===== src/rtl/alu_pkg.sv =====
// Shared definitions for the ALU issue controller: ALU op codes, MIPS opcode/funct
// values, FSM state encoding and the decoded-instruction record.
package alu_pkg;

    localparam logic [2:0] ALU_AND = 3'b000;
    localparam logic [2:0] ALU_OR  = 3'b001;
    localparam logic [2:0] ALU_ADD = 3'b010;
    localparam logic [2:0] ALU_SUB = 3'b110;
    localparam logic [2:0] ALU_SLT = 3'b111;

    localparam logic [5:0] OP_RTYPE = 6'h00;
    localparam logic [5:0] OP_BEQ   = 6'h04;
    localparam logic [5:0] OP_BNE   = 6'h05;
    localparam logic [5:0] OP_ADDI  = 6'h08;
    localparam logic [5:0] OP_SLTI  = 6'h0A;
    localparam logic [5:0] OP_ANDI  = 6'h0C;
    localparam logic [5:0] OP_ORI   = 6'h0D;
    localparam logic [5:0] OP_LW    = 6'h23;
    localparam logic [5:0] OP_SW    = 6'h2B;

    localparam logic [5:0] FN_ADD = 6'h20;
    localparam logic [5:0] FN_SUB = 6'h22;
    localparam logic [5:0] FN_AND = 6'h24;
    localparam logic [5:0] FN_OR  = 6'h25;
    localparam logic [5:0] FN_SLT = 6'h2A;

    typedef enum logic [1:0] {
        ST_IDLE = 2'd0,
        ST_EXEC = 2'd1,
        ST_DONE = 2'd2
    } state_t;

    typedef enum logic [1:0] {
        IMM_NONE = 2'd0,
        IMM_SIGN = 2'd1,
        IMM_ZERO = 2'd2
    } imm_sel_t;

    typedef struct packed {
        logic [2:0] op;
        imm_sel_t   imm_sel;
        logic [4:0] dest;
        logic       wen;
        logic       is_beq;
        logic       is_bne;
        logic       err;
    } dec_t;

    function automatic logic [31:0] extend_imm(input logic [15:0] imm, input logic sign_ext);
        return sign_ext ? {{16{imm[15]}}, imm} : {16'h0000, imm};
    endfunction

endpackage


===== src/rtl/alu_decode.sv =====
// Combinational MIPS decoder: instruction word to ALU op, immediate selection,
// writeback destination/enable, branch kind and unsupported-instruction flag.
module alu_decode
    import alu_pkg::*;
(
    input  logic [31:0] i_instr,
    output dec_t        o_dec
);

    logic [5:0] w_opcode;
    logic [5:0] w_funct;
    logic [4:0] w_rt;
    logic [4:0] w_rd;
    logic       w_unused_bits;

    assign w_opcode      = i_instr[31:26];
    assign w_funct       = i_instr[5:0];
    assign w_rt          = i_instr[20:16];
    assign w_rd          = i_instr[15:11];
    assign w_unused_bits = ^{i_instr[25:21], i_instr[10:6]};

    // NOTE: every field gets a default first so no path through the case leaves one unassigned (no latch).
    always_comb begin
        o_dec         = '0;
        o_dec.op      = ALU_AND;
        o_dec.imm_sel = IMM_NONE;
        case (w_opcode)
            OP_RTYPE: begin
                o_dec.dest = w_rd;
                o_dec.wen  = 1'b1;
                case (w_funct)
                    FN_ADD:  o_dec.op = ALU_ADD;
                    FN_SUB:  o_dec.op = ALU_SUB;
                    FN_AND:  o_dec.op = ALU_AND;
                    FN_OR:   o_dec.op = ALU_OR;
                    FN_SLT:  o_dec.op = ALU_SLT;
                    default: begin
                        o_dec.dest = 5'd0;
                        o_dec.wen  = 1'b0;
                        o_dec.err  = 1'b1;
                    end
                endcase
            end
            OP_ADDI, OP_LW: begin
                o_dec.op      = ALU_ADD;
                o_dec.imm_sel = IMM_SIGN;
                o_dec.dest    = w_rt;
                o_dec.wen     = 1'b1;
            end
            OP_SLTI: begin
                o_dec.op      = ALU_SLT;
                o_dec.imm_sel = IMM_SIGN;
                o_dec.dest    = w_rt;
                o_dec.wen     = 1'b1;
            end
            OP_ANDI: begin
                o_dec.op      = ALU_AND;
                o_dec.imm_sel = IMM_ZERO;
                o_dec.dest    = w_rt;
                o_dec.wen     = 1'b1;
            end
            OP_ORI: begin
                o_dec.op      = ALU_OR;
                o_dec.imm_sel = IMM_ZERO;
                o_dec.dest    = w_rt;
                o_dec.wen     = 1'b1;
            end
            OP_SW: begin
                o_dec.op      = ALU_ADD;
                o_dec.imm_sel = IMM_SIGN;
            end
            OP_BEQ: begin
                o_dec.op     = ALU_SUB;
                o_dec.is_beq = 1'b1;
            end
            OP_BNE: begin
                o_dec.op     = ALU_SUB;
                o_dec.is_bne = 1'b1;
            end
            default: o_dec.err = 1'b1;
        endcase
    end

endmodule


===== src/rtl/alu_issue_ctrl.sv =====
// ALU initiator: accepts an instruction plus operands, drives the external ALU for one
// cycle, then holds a registered writeback/branch record until downstream takes it.
module alu_issue_ctrl
    import alu_pkg::*;
(
    input  logic        clk,
    input  logic        rst_n,
    input  logic        in_valid,
    output logic        in_ready,
    input  logic [31:0] in_instr,
    input  logic [31:0] in_rs_val,
    input  logic [31:0] in_rt_val,
    output logic [31:0] alu_a,
    output logic [31:0] alu_b,
    output logic [2:0]  alu_op,
    input  logic [31:0] alu_z,
    input  logic        alu_zero,
    output logic        out_valid,
    input  logic        out_ready,
    output logic [31:0] out_result,
    output logic [4:0]  out_dest,
    output logic        out_wen,
    output logic        out_taken,
    output logic        out_err
);

    state_t      r_state;
    state_t      w_state_next;
    logic        w_accept;
    logic        w_capture;
    dec_t        w_dec;
    logic [31:0] w_alu_a_next;
    logic [31:0] w_alu_b_next;

    logic [31:0] r_alu_a;
    logic [31:0] r_alu_b;
    logic [2:0]  r_alu_op;
    logic [31:0] r_result;
    logic [4:0]  r_dest;
    logic        r_wen;
    logic        r_is_beq;
    logic        r_is_bne;
    logic        r_taken;
    logic        r_err;

    alu_decode u_decode (
        .i_instr (in_instr),
        .o_dec   (w_dec)
    );

    // NOTE: state is updated with non-blocking assignments so every flop samples pre-edge values.
    always_ff @(posedge clk) begin
        if (!rst_n) r_state <= ST_IDLE;
        else        r_state <= w_state_next;
    end

    // In DONE a new instruction is taken on the same edge the record is consumed.
    always_comb begin
        w_state_next = r_state;
        in_ready     = 1'b0;
        out_valid    = 1'b0;
        w_accept     = 1'b0;
        w_capture    = 1'b0;
        case (r_state)
            ST_IDLE: begin
                in_ready = 1'b1;
                if (in_valid) begin
                    w_accept     = 1'b1;
                    w_state_next = ST_EXEC;
                end
            end
            ST_EXEC: begin
                w_capture    = 1'b1;
                w_state_next = ST_DONE;
            end
            ST_DONE: begin
                out_valid = 1'b1;
                in_ready  = out_ready;
                if (out_ready) begin
                    w_accept     = in_valid;
                    w_state_next = in_valid ? ST_EXEC : ST_IDLE;
                end
            end
            default: w_state_next = ST_IDLE;
        endcase
    end

    always_comb begin
        w_alu_a_next = w_dec.err ? 32'd0 : in_rs_val;
        case (w_dec.imm_sel)
            IMM_SIGN: w_alu_b_next = extend_imm(in_instr[15:0], 1'b1);
            IMM_ZERO: w_alu_b_next = extend_imm(in_instr[15:0], 1'b0);
            default:  w_alu_b_next = in_rt_val;
        endcase
        if (w_dec.err) w_alu_b_next = 32'd0;
    end

    always_ff @(posedge clk) begin
        if (!rst_n) begin
            r_alu_a  <= '0;
            r_alu_b  <= '0;
            r_alu_op <= ALU_AND;
            r_result <= '0;
            r_dest   <= '0;
            r_wen    <= 1'b0;
            r_is_beq <= 1'b0;
            r_is_bne <= 1'b0;
            r_taken  <= 1'b0;
            r_err    <= 1'b0;
        end else begin
            if (w_accept) begin
                r_alu_a  <= w_alu_a_next;
                r_alu_b  <= w_alu_b_next;
                r_alu_op <= w_dec.op;
                r_dest   <= w_dec.dest;
                r_wen    <= w_dec.wen;
                r_is_beq <= w_dec.is_beq;
                r_is_bne <= w_dec.is_bne;
                r_err    <= w_dec.err;
            end
            if (w_capture) begin
                r_result <= alu_z;
                r_taken  <= (r_is_beq & alu_zero) | (r_is_bne & ~alu_zero);
            end
        end
    end

    assign alu_a      = r_alu_a;
    assign alu_b      = r_alu_b;
    assign alu_op     = r_alu_op;
    assign out_result = r_result;
    assign out_dest   = r_dest;
    assign out_wen    = r_wen;
    assign out_taken  = r_taken;
    assign out_err    = r_err;

endmodule


===== config.mk =====
export PLATFORM = sky130hd
export DESIGN_NAME = alu_issue_ctrl
export DESIGN_NICKNAME = d
export VERILOG_FILES = /design/src/rtl/alu_pkg.sv /design/src/rtl/alu_decode.sv /design/src/rtl/alu_issue_ctrl.sv
export SDC_FILE = /design/constraint.sdc
export NUM_CORES = 1
export LEC_CHECK = 0
export ABC_AREA = 1
export BUFFER_PORTS_ARGS = -buffer_cell sky130_fd_sc_hd__buf_2
export CORE_ASPECT_RATIO = 2
export CORE_MARGIN = 2
export CORE_UTILIZATION = 50
export CTS_BUF_LIST = sky130_fd_sc_hd__clkbuf_4
export DETAILED_ROUTE_END_ITERATION = 8
export PLACE_DENSITY = 0.95
export SKIP_CTS_REPAIR_TIMING = 1
export SLEW_MARGIN = 15
export SYNTH_ARGS = -nofsm -noshare
export SYNTH_HDL_FRONTEND = slang
export SYNTH_SLANG_ARGS = --single-unit

===== constraint.sdc =====
create_clock -name clk -period 4.05 [get_ports clk]
set_clock_uncertainty 0.15 [all_clocks]
set_input_delay 0.2025 -clock clk [delete_from_list [all_inputs] [get_ports clk]]
set_output_delay 0.2025 -clock clk [all_outputs]
set_load 0.01 [all_outputs]

==> flow_summary_export.csv, run 1 <==
group,metric,value,unit
status,outcome,"complete, no violations",
setup_path,crit_top_cell,"nand2_1",
setup_path,cp_slowest_cell,"dlygate4sd3_1",
pwr,power,2181,uW
clocking,cts_buffers,9,
timing,timing.final.crit_period,2964,ps
yosys,synthTopCellsByCount,"135 x nor2_1, 111 x dfxtp_1, 81 x nand2_1",
setup_path,r2r_cells,9,
min_path,hold_depth,5,
pwr,irDropWorstVdd,0.0002502,V
clocking,cts-root-buf,"clkbuf_4",
place,io_buffers,236,
timing,rsz0062_at_grt,"no",
clocking,clock_latency,430,ps
timing,fmax,337.3,MHz
setup_path,critPathMaxStageDelay,590,ps
clocking,clkSlewWorstSetupHoldPaths,180,ps
drt,drc,0,
yosys,ys_ff_latch,111,
place,gp_congestion,0.9768,
yosys,postSynthCellCount,620,
grt,grt_max_degree,47,
timing,setup_violations,0,
cells_and_area,areaGrowthSynthToFinish,45.50,%
drt,ant_nets,0,
setup_path,path_buf_inv,5,
timing,max_slew_margin,34.58,%
yosys,seq_area_frac_synth,46.55,%
pwr,power_frac_clock,23.7,%
clocking,cts_tree,"built",
pwr,pwr-share-comb,22.0,%
cells_and_area,fin_util,74.51,%
timing,drv_slew,0,
timing,fin_crit_sh,73.20,%
drt,drt-vias-per-instance,5.397,
grt,grt_pass1_vias,4566,
pwr,p_seq_share,54.3,%
drt,avgRoutedWirePerCell,16.56,um
clocking,ctsLongestPathBuffers,2,
drt,routed_wl,17.12,mm
timing,worst_slew_pin_slew,980.3,ps
timing,finalHoldViolCount,0,
drt,drt_iter0_markers,390,
yosys,synth_edf_count,0,
yosys,synth_area_per_cell,7.699,sq um
floorplan,die_height,142.2,um
setup_path,r2r_slack,1300,ps
yosys,synth.largest_area_cell,"dfxtp_1",
pwr,p_leak,0.003442,uW
setup_path,critPathCaptureType,"flip-flop",
setup_path,crit-reg2reg-capture,"alu_b[13]",
clocking,cts.htree.levels,3,
drt,via_count,5580,
grt,antenna_found_initial,3,
place,dpl.hpwl,10.23,mm
clocking,clock-sinks,111,
yosys,synthesis.area,4773,sq um
place,place_inst,927,
setup_path,start_kind,"input pin",
yosys,synth.distinct_cells,30,
cells_and_area,nNetsFinal,1057,
yosys,synth.most_common_cell,"nor2_1",
grt,grt.total_usage,25.42,%
min_path,hp-start,"in_instr[6]",
yosys,synthTopCellsByArea,"dfxtp_1 47%, nor2_1 11%, mux2i_1 6.7%",
setup_path,critPathKind,"in2reg",
setup_path,r2r-start,"r_state[1]",
floorplan,pin_count,242,
yosys,yosys.area.top_type_share,46.55,%
timing,fin_tns_setup,0,ps
min_path,whs_endpoint,"alu_b[6]",
yosys,yosys_warnings,0,
cells_and_area,layout.cells.non_filler,1034,
setup_path,critPathRequiredTime,4300,ps
grt,grt_remaining_overflow,0,
setup_path,critPathMaxFanout,27,
floorplan,rows,50,
setup_path,path_cells,"dlygate4sd3_1, buf_2, nor2_2, nand3_1, nand2_1, nor2_1, nand2_1, inv_1, ha_1, inv_2, nand2_1, o211ai_1, dlygate4sd3_1, o211ai_1, nor2_1",
pwr,swShare,31.16,%
floorplan,initial_core_util,51.21,%
floorplan,core,9321,sq um
drt,drt-pass1-iter-count,5,
floorplan,die_w,73.09,um
pwr,internal_power,1502,uW
min_path,hp-class,"in2reg",
cells_and_area,drive_gt1_share,30.74,%
setup_path,critical-path-top-delay-family,"buffers and inverters",
pwr,power.density,314.1,nW/um^2
grt,grt_pass1_wl,20.78,mm
yosys,async_flop_share,0,%
yosys,synth_ff_type,"dfxtp_1",
pwr,p_switching,679.6,uW
yosys,synth_nets,755,
floorplan,die_area,10390,sq um
setup_path,critPathArrivalTime,3220,ps
run,cap_violations,0,
power by group through the flow:
stage | combinational (uW) | clock (uW) | sequential [uW]
after CTS | 395 | 531 | 1180
after floorplan | 206 | 0 | 1230
final | 480 | 517 | 1180
after detailed placement | 394 | 0 | 1200
after global placement | 384 | 0 | 1200
after global routing | 518 | 562 | 1190
metal layers:
metal	vias up	routed length, um	global-route usage, %
met5	-	0	0
met4	0	842	12.09
met3	67	1140	4.674
met2	309	9112	46.85
met1	2550	6025	26.58
li1	2654	-	-
worst min-delay path, stage by stage:
cell	delay [ps]
buf_2	100
nand2_1	50
o211ai_1	80
o211ai_1	100
nor2_1	40
logic make-up (layout without fill, tap and decap cells):
family,Yosys count,in the layout,synth area share (%)
and+or+nand+nor,287,287,25.77
muxes,32,32,6.710
buffers and inverters,66,373,6.500
AOI/OAI and AO/OA,122,122,13.94
other,0,3,0
adders and majority gates,2,2,0.5242
DFF,111,111,46.55
metrics by stage:
step	setup slack (ps)	hold slack [ps]	area, sq um
floorplan	1970	187.4	4773
global placement	1349	273.1	5934
detailed placement	1287	281.4	5934
CTS	1716	-234.7	6057
global route	991.5	18.81	6945
finish	1086	12.24	6945
area by class of cell:
class	count	area, sq um
Fill cell	638	2376
Clock inverter	7	55.05
Timing Repair Buffer	329	2112
Sequential cell	111	2222
Multi-Input combinational cell	443	2246
Clock buffer	9	67.56
Inverter	28	105.1
Antenna cell	3	7.507
Tap cell	104	130.1
layout by cell type, fill, tap and decap left out, types with 15 or more instances in the layout:
| master | n |
|---|---|
| dlygate4sd3_1 | 88 |
| mux2i_1 | 32 |
| o211ai_1 | 19 |
| nor2_1 | 135 |
| inv_1 | 23 |
| nand3_1 | 34 |
| nor2_2 | 15 |
| nand2_1 | 81 |
| a21oi_1 | 42 |
| o21ai_0 | 57 |
| dfxtp_1 | 111 |
| buf_2 | 236 |
worst max-delay path by stage:
stage                      start        end  cells past startpoint
floorplan           in_instr[31]  alu_b[31]                     14
global placement    in_instr[31]  alu_b[17]                     14
detailed placement  in_instr[31]  alu_b[18]                     14
CTS                   r_state[1]   alu_a[5]                      7
global route        in_instr[26]   alu_b[7]                     15
finish              in_instr[26]  alu_b[10]                     15
flip-flops by register name, summed over array words and instances, names as in the netlist:
name and flops:
r_is_beq 1, r_state 2, out_err 1, r_is_bne 1, alu_b 32, out_result 32
out_wen 1, out_taken 1, out_dest 5, alu_op 3, alu_a 32
Note: power is estimated with default switching activity, not from simulation.
==> run 2, diff against run 1 <==
--- a/config.mk
+++ b/config.mk
@@ -9,10 +9,10 @@
 export BUFFER_PORTS_ARGS = -buffer_cell sky130_fd_sc_hd__buf_2
 export CORE_ASPECT_RATIO = 2
 export CORE_MARGIN = 2
-export CORE_UTILIZATION = 50
+export CORE_UTILIZATION = 47
 export CTS_BUF_LIST = sky130_fd_sc_hd__clkbuf_4
 export DETAILED_ROUTE_END_ITERATION = 8
-export PLACE_DENSITY = 0.95
+export PLACE_DENSITY = 0.91
 export SKIP_CTS_REPAIR_TIMING = 1
 export SLEW_MARGIN = 15
 export SYNTH_ARGS = -nofsm -noshare
==> constraint.sdc (replaced) <==
create_clock -name clk -period 3.1 [get_ports clk]
set_clock_uncertainty 0.15 [all_clocks]
set_input_delay 0.155 -clock clk [delete_from_list [all_inputs] [get_ports clk]]
set_output_delay 0.155 -clock clk [all_outputs]
set_load 0.01 [all_outputs]
==> run 2 against run 1 <==
  * The run now ends with negative hold slack left
  * First-iteration DRC count is 6.4% lower
  * Sequential share of layout area is 1.5 points lower
  * Via count is 5.5% higher
  * Critical path depth is 1 higher
  * Critical endpoint is now alu_b[13]
  * Power is 33% higher
  * Design area is 4.8% higher
  * Combinational power is 38% higher
  * Highest routed layer unchanged
  * Register-to-register slack worse by 660 ps
  * Wire length is 8.1% higher
==> flow_summary_export.csv, run 2 (same netlist as run 1, synthesis figures left out) <==
group,metric,value,unit
status,outcome,"complete, but fails checks",
status,violations,"negative hold slack",
drt,avgRoutedWirePerCell,16.91,um
run,cap_violations,0,
place,gp_congestion,0.9362,
setup_path,critPathRequiredTime,3350,ps
clocking,ctsLongestPathBuffers,2,
pwr,swShare,31.32,%
setup_path,critPathCaptureType,"flip-flop",
clocking,clock_latency,440,ps
setup_path,critPathArrivalTime,3330,ps
drt,routed_wl,18.50,mm
timing,timing.final.crit_period,3075,ps
setup_path,r2r_slack,640,ps
setup_path,start_kind,"input pin",
setup_path,crit_start,"in_instr[30]",
timing,finalHoldViolCount,1,
grt,grt_max_degree,76,
cells_and_area,areaGrowthSynthToFinish,52.53,%
clocking,cts_buffers,9,
pwr,p_leak,0.003569,uW
clocking,cts_tree,"built",
pwr,internal_power,1998,uW
grt,grt_remaining_overflow,0,
setup_path,r2r-start,"r_state[1]",
pwr,power.density,399.6,nW/um^2
timing,max_slew_margin,36.04,%
floorplan,die_area,11030,sq um
clocking,cts-root-buf,"clkbuf_4",
clocking,clkSlewWorstSetupHoldPaths,180,ps
min_path,hp-class,"in2reg",
drt,drt-pass1-iter-count,5,
timing,fin_tns_setup,0,ps
setup_path,path_buf_inv,6,
floorplan,initial_core_util,47.64,%
setup_path,crit_top_cell,"nand2_1",
timing,drv_slew,0,
place,dpl.hpwl,10.51,mm
setup_path,critPathKind,"in2reg",
cells_and_area,nNetsFinal,1087,
timing,setup_slack,24.73,ps
timing,fin_crit_sh,99.20,%
drt,drc,0,
setup_path,crit_end,"alu_b[13]",
floorplan,pin_count,242,
floorplan,die_w,75.26,um
drt,via_count,5885,
grt,grt_pass1_vias,4784,
cells_and_area,n_fill_cell,695,
timing,fin_hold_ws,-34.11,ps
drt,ant_nets,0,
cells_and_area,multi_input_area,2246,sq um
place,dpl_worst_slack,589.6,ps
cells_and_area,register_area,2222,sq um
floorplan,die_height,146.5,um
min_path,hold_depth,5,
cells_and_area,final_cell_mix,"236 x buf_2, 135 x nor2_1, 116 x dlygate4sd3_1",
pwr,power_frac_clock,24.0,%
clocking,cts.htree.levels,3,
setup_path,critPathMaxStageDelay,550,ps
clocking,clock-sinks,111,
pwr,pwr-share-comb,22.8,%
setup_path,path_depth,16,
grt,grt_pass1_wl,21.30,mm
timing,worst_slew_pin_slew,958.3,ps
setup_path,path_cells,"dlygate4sd3_1, buf_2, nor2_4, nand3_1, nand2_1, nor2_1, nand2_1, inv_1, ha_1, inv_2, buf_4, nand2_1, o211ai_1, o211ai_1, nor2_1, dlygate4sd3_1",
setup_path,r2r_cells,9,
drt,drt_iter0_markers,365,
cells_and_area,drive_gt1_share,29.99,%
floorplan,rows,52,
setup_path,crit-reg2reg-capture,"alu_b[13]",
setup_path,critPathMaxFanout,18,
place,io_buffers,236,
pwr,p_switching,911.2,uW
grt,grt.total_usage,24.99,%
pwr,irDropWorstVdd,0.0003993,V
timing,setup_violations,0,
setup_path,critical-path-top-delay-family,"buffers and inverters",
grt,antenna_found_initial,2,
pwr,p_seq_share,53.2,%
setup_path,cp_slowest_cell,"dlygate4sd3_1",
cells_and_area,final_common_cell,"buf_2",
timing,fmax,325.2,MHz
drt,drt-vias-per-instance,5.379,
floorplan,core,10020,sq um
run 2: cell count changes in the layout (fill, tap and decap cells not counted), sizes merged:
| cell | delta |
|---|---|
| diode | -1 |
| clkinvlp | -1 |
| clkbuf | +1 |
| dlygate4sd3 | +28 |
| buf | +2 |
run 2: power groups by stage:
stage,combinational [uW],clock [uW],sequential [uW]
floorplan,269,0,1610
global route,710,769,1560
CTS,520,713,1540
global placement,505,0,1570
finish,662,699,1550
detailed placement,519,0,1570
run 2: final cells by class:
cell class | count | area share [%]
Sequential cell | 111 | 30.52
Clock buffer | 10 | 1.031
Inverter | 28 | 1.444
Tap cell | 135 | 2.320
Antenna cell | 2 | 0.06874
Clock inverter | 6 | 0.7046
Timing Repair Buffer | 359 | 33.06
Multi-Input combinational cell | 443 | 30.85
run 2: worst reg2reg max path, cell delays in order (launching register included):
cell	delay [ps]
dfxtp_1	360
inv_1	70
or2_1	90
nand2_1	90
nor2_4	120
buf_12	340
nand3_2	220
inv_2	290
nor2_1	100
dlygate4sd3_1	560
run 2: worst min-delay path by stage:
stage / slack (ps) / to / from
5_1_grt: -10 / alu_b[4] / in_rt_val[4]
3_3_place_gp: 230 / out_result[1] / alu_z[1]
3_5_place_dp: 230 / out_result[4] / alu_z[4]
2_1_floorplan: 140 / out_result[0] / alu_z[0]
4_1_cts: -290 / out_result[19] / alu_z[19]
6_report: -30 / alu_b[2] / in_rt_val[2]
run 2: metrics by stage:
step	area (sq um)	utilization (%)	power, uW	std cells
floorplan	4773	-	1875	620
global placement	5988	59.77	2071	960
detailed placement	5988	59.77	2089	960
CTS	6115	61.03	2775	976
global route	7281	72.66	3034	1094
finish	7281	72.66	2909	1094
run 2: per-layer routing:
metal  GRT usage, %  vias up  share of wire (%)
li1               -     2711                  -
met1          24.38     2700                 34
met2          45.18      375                 53
met3          5.590       99                6.9
met4          14.82        0                5.8
met5              0        -                  0
==> run 3, diff against run 2 <==
--- a/config.mk
+++ b/config.mk
@@ -5,14 +5,13 @@
 export SDC_FILE = /design/constraint.sdc
 export NUM_CORES = 1
 export LEC_CHECK = 0
-export ABC_AREA = 1
 export BUFFER_PORTS_ARGS = -buffer_cell sky130_fd_sc_hd__buf_2
 export CORE_ASPECT_RATIO = 2
 export CORE_MARGIN = 2
-export CORE_UTILIZATION = 47
+export CORE_UTILIZATION = 46
 export CTS_BUF_LIST = sky130_fd_sc_hd__clkbuf_4
 export DETAILED_ROUTE_END_ITERATION = 8
-export PLACE_DENSITY = 0.91
+export PLACE_DENSITY = 0.92
 export SKIP_CTS_REPAIR_TIMING = 1
 export SLEW_MARGIN = 15
 export SYNTH_ARGS = -nofsm -noshare
==> run 3 against run 2 <==
  * The run now ends clean
  * Clock-buffer cell count down 1
  * Final cell count down 19%
  * Sequential share of layout area up 1.6 points
  * Critical path type unchanged
  * Highest routed layer unchanged
==> flow_summary_export.csv, run 3 <==
group,metric,value,unit
yosys,seq_area_frac_synth,51.72,%
setup_path,path_cells,"buf_2, nor2_1, nand2_1, nor3b_1, ha_1, nor2_2, a22o_1, dlygate4sd3_1, a22o_1",
timing,max_slew_margin,51.18,%
drt,drt-vias-per-instance,5.663,
yosys,synthTopCellsByArea,"dfxtp_1 52%, a22o_1 17%, nand2_1 6.0%",
yosys,synth_ff_type,"dfxtp_1",
place,gp_congestion,0.9737,
pwr,p_leak,0.003315,uW
yosys,synthesis.area,4297,sq um
min_path,hp-class,"in2reg",
clocking,cts_tree,"built",
cells_and_area,drive_gt1_share,34.27,%
clocking,ctsLongestPathBuffers,2,
timing,fmax,371.3,MHz
drt,drc,0,
cells_and_area,final_common_cell,"buf_2",
clocking,clkSlewWorstSetupHoldPaths,170,ps
cells_and_area,finalInstanceArea,6908,sq um
cells_and_area,nNetsFinal,913,
yosys,synth.distinct_cells,41,
yosys,async_flop_share,0,%
yosys,synthTopCellsByCount,"111 x dfxtp_1, 82 x a22o_1, 69 x nand2_1",
yosys,synth_area_per_cell,9.946,sq um
clocking,cts-root-buf,"clkbuf_4",
place,placed_area,5498,sq um
pwr,power.density,394.9,nW/um^2
grt,grt_pass1_wl,19.62,mm
setup_path,critPathKind,"in2reg",
clocking,clock-sinks,111,
grt,grt_pass1_vias,4225,
drt,ant_nets,0,
place,io_buffers,236,
drt,via_count,5012,
clocking,cts.htree.levels,3,
yosys,postSynthCellCount,432,
cells_and_area,layout.cells.non_filler,885,
timing,fin_crit_sh,86.87,%
cells_and_area,n_fill_cell,545,
floorplan,pin_count,242,
setup_path,cp_slowest_cell,"nor2_2",
yosys,yosys_warnings,0,
timing,finalHoldViolCount,0,
timing,rsz0062_at_grt,"no",
floorplan,die_height,140.7,um
status,outcome,"complete, no violations",
timing,timing.final.crit_period,2693,ps
floorplan,initial_core_util,47.67,%
setup_path,critPathCaptureType,"flip-flop",
yosys,yosys.area.top_type_share,51.72,%
drt,drt-pass1-iter-count,5,
cells_and_area,areaGrowthSynthToFinish,60.77,%
place,place_inst,743,
place,dpl.hpwl,9.732,mm
place,dpl_worst_slack,245.5,ps
drt,routed_wl,17.25,mm
cells_and_area,register_area,2222,sq um
yosys,synth_edf_count,0,
yosys,ys_ff_latch,111,
pwr,irDropWorstVdd,0.0003426,V
grt,grt_remaining_overflow,0,
grt,antenna_found_initial,1,
yosys,synth_nets,567,
timing,setup_violations,0,
yosys,synth.largest_area_cell,"dfxtp_1",
timing,setup_slack,407.0,ps
floorplan,die_area,10180,sq um
cells_and_area,multi_input_area,1891,sq um
cells_and_area,final_cell_mix,"236 x buf_2, 126 x dlygate4sd3_1, 111 x dfxtp_1",
floorplan,die_w,72.34,um
timing,worst_slew_pin_slew,731.5,ps
timing,drv_slew,0,
floorplan,core,9012,sq um
setup_path,critPathMaxFanout,16,
run,cap_violations,0,
setup_path,crit_top_cell,"a22o_1",
grt,grt_max_degree,49,
drt,avgRoutedWirePerCell,19.49,um
setup_path,start_kind,"input pin",
clocking,clock_latency,450,ps
floorplan,rows,49,
setup_path,critPathMaxStageDelay,600,ps
setup_path,critPathArrivalTime,2930,ps
timing,fin_tns_setup,0,ps
clocking,cts_buffers,9,
drt,drt_iter0_markers,248,
setup_path,critPathRequiredTime,3340,ps
grt,grt.total_usage,24.45,%
yosys,synth.most_common_cell,"dfxtp_1",
run 3: changes by cell type in the layout (fill, tap and decap cells not counted), moves of 9 or more:
cell | before | now
o211ai_1 | 19 | 0
mux2i_1 | 32 | 3
inv_1 | 23 | 7
o21ai_0 | 57 | 5
nor2_2 | 15 | 1
nand2_1 | 81 | 69
dlygate4sd3_1 | 116 | 126
nand3_1 | 34 | 2
a22o_1 | 0 | 82
nor3_1 | 9 | 0
nand2b_1 | 0 | 21
nor2_1 | 135 | 11
run 3: path summary, 6_finish.rpt:
| kind | end | depth (start not counted) | startpoint | slack [ps] |
|---|---|---|---|---|
| worst max register to register | out_dest[2] | 5 | r_state[0] | 550 |
| worst min-delay path | alu_op[2] | 4 | in_instr[1] | 40 |
| worst min register to register | out_result[3] | 2 | out_result[3] | 320 |
| worst max-delay path | alu_b[8] | 9 | in_instr[31] | 410 |
run 3: routing by layer:
metal,track usage [%],vias up,routed length [um]
li1,-,2261,-
met5,0,-,0
met3,5.790,86,1426
met4,11.62,0,1005
met1,25.22,2310,5935
met2,44.71,355,8880
run 3: final cells by class:
type	count	area share, %
Tap cell	102	1.847
Antenna cell	1	0.03623
Clock buffer	9	0.9781
Multi-Input combinational cell	280	27.37
Sequential cell	111	32.17
Timing Repair Buffer	369	36.12
Inverter	7	0.3804
Clock inverter	6	1.105
run 3: critical path: cells and delay by family:
family,cells,cell delay (ps)
AOI/OAI and AO/OA,2,420
adders and majority gates,1,310
buffers and inverters,2,740
and+or+nand+nor,4,1290
run 3: metrics by stage:
| stage | power, uW | util, % | hold slack, ps |
|---|---|---|---|
| after detailed placement | 1851 | 61.00 | 221.3 |
| after CTS | 2595 | 62.60 | -292.6 |
| final | 2728 | 76.65 | 37.22 |
| after global placement | 1837 | 61.00 | 217.4 |
| after floorplan | 1693 | - | 130.7 |
| after global routing | 2842 | 76.65 | 11.05 |
run 3: kinds of logic after synthesis:
| logic type | share of synthesized area [%] |
|---|---|
| AOI/OAI and AO/OA | 26.62 |
| and+or+nand+nor | 15.64 |
| DFF | 51.72 |
| buffers and inverters | 4.747 |
| muxes | 0.6989 |
| adders and majority gates | 0.5823 |
run 3: power by group:
part / leakage (uW) / internal, uW / switching, uW
logic: 0.00234 / 256 / 230
registers: 0.000900 / 1470 / 26.3
clock network: 0.0000789 / 257 / 490
